`config.mk`:
```
export PLATFORM = sky130hd
export DESIGN_NAME = redstone_output_monitor
export DESIGN_NICKNAME = d
export VERILOG_FILES = /design/src/rtl/redstone_output_monitor.sv
export SDC_FILE = /design/constraint.sdc
export NUM_CORES = 1
export LEC_CHECK = 0
export BUFFER_PORTS_ARGS = -buffer_cell sky130_fd_sc_hd__buf_2
export CORE_MARGIN = 2
export CORE_UTILIZATION = 40
export CTS_BUF_LIST = sky130_fd_sc_hd__clkbuf_4 sky130_fd_sc_hd__clkbuf_8 sky130_fd_sc_hd__clkbuf_16
export DETAILED_ROUTE_END_ITERATION = 8
export GPL_ROUTABILITY_DRIVEN = 0
export MAX_ROUTING_LAYER = met4
export PLACE_DENSITY = 0.59
export SLEW_MARGIN = 20
export SYNTH_ARGS = -nofsm -noshare
export SYNTH_HDL_FRONTEND = slang
export SYNTH_SLANG_ARGS = --single-unit
```
`constraint.sdc`:
```
create_clock -name i_clk -period 4.4 [get_ports i_clk]
set_clock_uncertainty 0.15 [all_clocks]
set_input_delay 0.44 -clock i_clk [delete_from_list [all_inputs] [get_ports i_clk]]
set_output_delay 0.44 -clock i_clk [all_outputs]
set_load 0.02 [all_outputs]
```
`src/rtl/redstone_output_monitor.sv`:
```
// -----------------------------------------------------------------------------
// redstone_output_monitor
//
// Watches the output vector of a compiled redstone circuit. A fixed number of
// clock cycles after each tick, it samples the outputs and compares them with
// the previous sample. When the outputs have changed, it writes an event into
// a first-word-fall-through FIFO. Each event holds the tick count as a
// timestamp and the new output value. The host drains the FIFO over a
// valid/ready handshake, so it receives only the transitions and not a record
// of every tick.
//
// Ports:
//   i_clk           system clock (the tick pulse is derived from this clock)
//   i_rst_n         asynchronous active-low reset
//   i_tick          single-cycle pulse, one per redstone tick
//   i_outputs       monitored output vector [NUM_OUTPUTS-1:0]
//   i_enable        1 = detected changes generate events
//   o_evt_valid     an event is present at the FIFO head
//   o_evt_data      {timestamp[TS_W-1:0], outputs[NUM_OUTPUTS-1:0]}
//   i_evt_ready     host accepts the head event
//   o_fifo_level    number of occupied FIFO entries
//   o_overflow      sticky flag: at least one event was dropped
//   i_clr_overflow  clears o_overflow (a drop in the same cycle takes priority)
//   o_tick_count    number of ticks since reset, wraps
// -----------------------------------------------------------------------------
module redstone_output_monitor #(
  parameter int NUM_OUTPUTS  = 2,
  parameter int TS_W         = 16,
  parameter int DEPTH        = 8,   // power of two, >= 2
  parameter int SAMPLE_DELAY = 2    // >= 1
) (
  input  logic                          i_clk,
  input  logic                          i_rst_n,
  input  logic                          i_tick,
  input  logic [NUM_OUTPUTS-1:0]        i_outputs,
  input  logic                          i_enable,
  output logic                          o_evt_valid,
  output logic [TS_W+NUM_OUTPUTS-1:0]   o_evt_data,
  input  logic                          i_evt_ready,
  output logic [$clog2(DEPTH):0]        o_fifo_level,
  output logic                          o_overflow,
  input  logic                          i_clr_overflow,
  output logic [TS_W-1:0]               o_tick_count
);

  localparam int AW = $clog2(DEPTH);
  localparam int LW = AW + 1;
  localparam int DW = $clog2(SAMPLE_DELAY + 1);
  localparam int EW = TS_W + NUM_OUTPUTS;

  localparam logic [LW-1:0] FULL_LEVEL = LW'(DEPTH);
  localparam logic [DW-1:0] DLY_LOAD   = DW'(SAMPLE_DELAY);
  localparam logic [DW-1:0] DLY_LAST   = DW'(1);

  // ---------------------------------------------------------------------------
  // State
  // ---------------------------------------------------------------------------
  logic [TS_W-1:0]        tick_cnt_q, tick_cnt_d;
  logic [DW-1:0]          dly_q, dly_d;        // 0 = idle, else cycles to sample
  logic [TS_W-1:0]        ts_q, ts_d;          // timestamp of the pending sample
  logic [NUM_OUTPUTS-1:0] snap_q, snap_d;
  logic                   first_q, first_d;
  logic [AW-1:0]          wr_ptr_q, wr_ptr_d;
  logic [AW-1:0]          rd_ptr_q, rd_ptr_d;
  logic [LW-1:0]          level_q, level_d;
  logic                   ovf_q, ovf_d;

  logic [EW-1:0]          mem [DEPTH];

  logic fire, changed, push, pop, full, push_ok, drop, valid;

  // ---------------------------------------------------------------------------
  // Next-state logic
  // ---------------------------------------------------------------------------
  // NOTE: every signal gets a default at the top of the block, so no path can
  // leave a value unassigned and infer a latch.
  always_comb begin
    tick_cnt_d = tick_cnt_q;
    dly_d      = dly_q;
    ts_d       = ts_q;
    snap_d     = snap_q;
    first_d    = first_q;
    wr_ptr_d   = wr_ptr_q;
    rd_ptr_d   = rd_ptr_q;
    level_d    = level_q;
    ovf_d      = ovf_q;

    // The sample point is the last cycle of the delay window. A tick that
    // arrives in that same cycle abandons the sample and starts a new window.
    fire    = (dly_q == DLY_LAST) && !i_tick;
    changed = first_q || (i_outputs != snap_q);
    push    = fire && i_enable && changed;

    valid   = (level_q != '0);
    pop     = valid && i_evt_ready;
    full    = (level_q == FULL_LEVEL);
    // When the FIFO is full, a pop in the same cycle frees a slot for the push.
    push_ok = push && (!full || pop);
    drop    = push && full && !pop;

    if (i_tick) begin
      tick_cnt_d = tick_cnt_q + TS_W'(1);
      dly_d      = DLY_LOAD;
      ts_d       = tick_cnt_q + TS_W'(1);
    end else if (dly_q != '0) begin
      dly_d = dly_q - DW'(1);
    end

    if (fire) begin
      // The snapshot follows the outputs even when no event is generated.
      // While i_enable=0, this keeps the baseline current without reporting it.
      snap_d = i_outputs;
      if (push) first_d = 1'b0;
    end

    if (push_ok) wr_ptr_d = wr_ptr_q + AW'(1);
    if (pop)     rd_ptr_d = rd_ptr_q + AW'(1);

    case ({push_ok, pop})
      2'b10:   level_d = level_q + LW'(1);
      2'b01:   level_d = level_q - LW'(1);
      default: level_d = level_q;
    endcase

    // A drop in the same cycle as a clear takes priority, so that event loss
    // is always reported.
    if (drop)                ovf_d = 1'b1;
    else if (i_clr_overflow) ovf_d = 1'b0;
  end

  // ---------------------------------------------------------------------------
  // Registers
  // ---------------------------------------------------------------------------
  // NOTE: sequential state uses non-blocking assignments only. All registers
  // then update together at the edge, regardless of statement order.
  always_ff @(posedge i_clk or negedge i_rst_n) begin
    if (!i_rst_n) begin
      tick_cnt_q <= '0;
      dly_q      <= '0;
      ts_q       <= '0;
      snap_q     <= '0;
      first_q    <= 1'b1;
      wr_ptr_q   <= '0;
      rd_ptr_q   <= '0;
      level_q    <= '0;
      ovf_q      <= 1'b0;
    end else begin
      tick_cnt_q <= tick_cnt_d;
      dly_q      <= dly_d;
      ts_q       <= ts_d;
      snap_q     <= snap_d;
      first_q    <= first_d;
      wr_ptr_q   <= wr_ptr_d;
      rd_ptr_q   <= rd_ptr_d;
      level_q    <= level_d;
      ovf_q      <= ovf_d;
    end
  end

  // NOTE: the storage array is not reset. Reset clears the pointers and the
  // level, so stale contents are never visible, and the output is forced to
  // zero while the FIFO is empty.
  always_ff @(posedge i_clk) begin
    if (push_ok) mem[wr_ptr_q] <= {ts_q, i_outputs};
  end

  // ---------------------------------------------------------------------------
  // Outputs
  // ---------------------------------------------------------------------------
  assign o_evt_valid  = valid;
  assign o_evt_data   = valid ? mem[rd_ptr_q] : '0;
  assign o_fifo_level = level_q;
  assign o_overflow   = ovf_q;
  assign o_tick_count = tick_cnt_q;

endmodule

```
==> impl_results.md <==
* Status: complete, no violations
* Final net count at 442
* Routed len/inst at just under 20 um
* Most common cell after layout, fill and taps aside: edfxtp_1
* Worst Path Required at 3.81 ns
* Top Metal Used: met4
* Setup total negative slack at 0 ns
* Post-synthesis compound-gate area fraction at less than 1%
* Crit start category: flop
* Hold Path Origin: i_enable
* FF-to-FF setup slack at 1.42 ns
* Grt total ovfl at 0
* Yosys warning total at 0
* Die Area at 18600 um^2
* Critical path class: flop to primary output
* DR iter-0 viols at 260
* Root Driver: clkbuf_16
* Worst slew pin tran at 1.03 ns
* Maximum VDD drop at 339 uV
* Clock transition at path regs at 0.06 ns
* Synth Area in Simple Gates at 5.29%
* CTS tree: built
* Synth Flop Type: edfxtp_1
* FP Rows at 48
* IO Count at 48
* Share of cells above drive strength 1 at 33.3%
* CTS Buffer Depth at 2
* Crit-path max FO at 20
* Tmin final at about 3.2 ns
* Largest family of logic cells by synthesized area: multiplexers
* Clock Sinks at around 180
* Die height at approximately 140 um
* Power per cell area at ~610 nW/um^2
* Synth Area per Inst at 19.2 um^2
* Flops & latches, synth at 176
* DRC violations left at 0
* Fin. Hold Viols at 0
* First-pass GRT wire length at 20200 um
* Worst r2r src: dly_q[1]
* Netlist area before placement at around 7000 um^2
* RSZ-0062 raised after global routing: false
* Core Box Area at 17200 um^2
* Metal-1 WL at 5900 um
* Multiplexer area fraction after synthesis at about 15%
* Hold Path Sink: first_q
* Area Growth Syn to Fin at 17.2%
* Die W at 136 um
* Max Cap Viol at 0
* HP Class: input port to flop
* Synth async-reset ratio at between 10% and 20%
* Drt via density at just over 5
* Syn Inst Count at between 300 and 400
* Met2 routed WL at 6300 um
* Critical path arrival at 2.63 ns
* Number of synthesized flops with an enable pin at 144
* Crit. End Element: primary output
* DP Wirelength at 7880 um
* Met3 wire len at ~400 um
* Setup bufs post-CTS at 0
* Top achievable clock speed at approximately 310 MHz
* Synth cell types at 39
* Most frequent cells in the layout: edfxtp_1, buf_2, mux4_2
* Finish-stage setup viols at 0
* Largest net degree at the start of global routing at 37
* ANT cells at 0
* Antenna Nets Post-Route at 0
* Number of global-route vias before repair at 3585
* Worst r2r path cells at 7
* Pleak at 2.99 nW
* H-tree Lvls at 4
* Adder-Cell Fraction of Synth Area at 1.07%
* Inserted Clock Buffers at 17
* Final period util at 73.2%
* # port buffers at 47
* Via count at 3423
* Max-slew violations at 0
* Critical R2R Capture: mem[6][5]
* Overall routed net length at 12900 um
* Initial core utilization at 40.8%
* GR Util All Layers at 15.6%
* DRT Pass-1 Iters at 5
* Slew headroom at 31.6%
* Clock Latency Late Sink at 0.42 ns
* Initial antenna violation count at 0
* Register area share after synthesis at 73.2%
* Worst Hold Depth at 2
* XOR/XNOR Fraction of Synth Area at 3.13%
* Post-Syn Nets at 378
* Power after layout at 5.03 mW
## sequential cells by signal (all words and copies together) (netlist names)
register,flops
wr_ptr_q,3
dly_q,2
snap_q,2
o_fifo_level,4
rd_ptr_q,3
ts_q,16
first_q,1
o_overflow,1
mem,144
## worst max path at each step
stage / startpoint / end / slack (ns)
floorplan: i_tick / mem[0][0] / 0.88
global placement: i_outputs[1] / mem[7][6] / 1.44
detailed placement: i_outputs[1] / mem[6][5] / 1.33
CTS: rd_ptr_q[1] / o_evt_data[13] / 1.12
global route: rd_ptr_q[1] / o_evt_data[8] / 1.02
finish: rd_ptr_q[1] / o_evt_data[13] / 1.18
## cell type report
class,instances,area [um^2]
fillers,1480,8970
multi-input cells,170,1820
repair buffers,59,340
inverters,4,17.5
flip-flops and latches,176,5130
clock inverters,8,67.6
clock buffers,24,549
well taps,225,282
## synthesized netlist by cell type, types with 2 or more instances
master	n	area share, %
buf_1	3	0.16
nor4_1	2	0.18
xor2_1	8	1.0
nand2_1	13	0.70
nor2_1	26	1.4
nand3_1	6	0.43
nand4_1	5	0.45
a21oi_1	2	0.14
mux2_1	2	0.32
nor3_1	5	0.36
edfxtp_1	144	62
clkbuf_1	3	0.16
nand2b_1	3	0.27
mux2i_1	20	2.9
mux2_2	3	0.48
mux4_2	36	12
ha_1	6	1.1
buf_4	3	0.32
buf_2	4	0.29
xnor2_1	17	2.1
inv_1	3	0.16
dfrtp_1	31	11
and4_1	3	0.38
## report_power, final
part | internal [mW] | total (mW) | switching [mW]
logic | 0.594 | 1.30 | 0.707
registers | 1.96 | 2.21 | 0.248
clock network | 0.929 | 1.52 | 0.590
total | 3.48 | 5.03 | 1.55
## critical path, cell delays in order (launching register included)
cell	delay, ns
dfrtp_1	1.02
buf_4	0.44
mux4_2	0.38
mux2i_1	0.15
nor2_1	0.05
buf_2	0.16
## layer usage
| metal | up-vias | track usage, % |
|---|---|---|
| li1 | 1566 | - |
| met3 | 23 | 3.43 |
| met2 | 57 | 23.8 |
| met1 | 1777 | 20.1 |
| met4 | 0 | 6.83 |
| met5 | - | - |
## logic make-up after synthesis
| kind of cell | Yosys count |
|---|---|
| xor gates and xnor gates | 25 |
| AOI/OAI and AO/OA | 7 |
| and+or+nand+nor | 71 |
| buffers and inverters | 18 |
| muxes | 61 |
| adders and majority gates | 6 |
| DFF | 176 |
## through the flow
stage / cell area, um^2 / hold WS (ns) / utilization, % / setup slack [ns] / std cells
global route: 8210 / 0.0594 / 47.8 / 1.02 / 666
detailed placement: 7580 / 0.340 / 44.1 / 1.33 / 633
finish: 8210 / 0.0648 / 47.8 / 1.18 / 666
floorplan: 7000 / -0.00559 / - / 0.882 / 364
global placement: 7580 / 0.327 / 44.1 / 1.44 / 633
CTS: 8210 / 0.0493 / 47.8 / 1.12 / 666
## timing repair
action,4_1_cts,5_1_grt
hold endpoints to repair,31,0
endpoints found under the setup margin,0,0
hold buffers,1,0
resized for setup,0,0
Note: power is estimated with default switching activity, not from simulation.
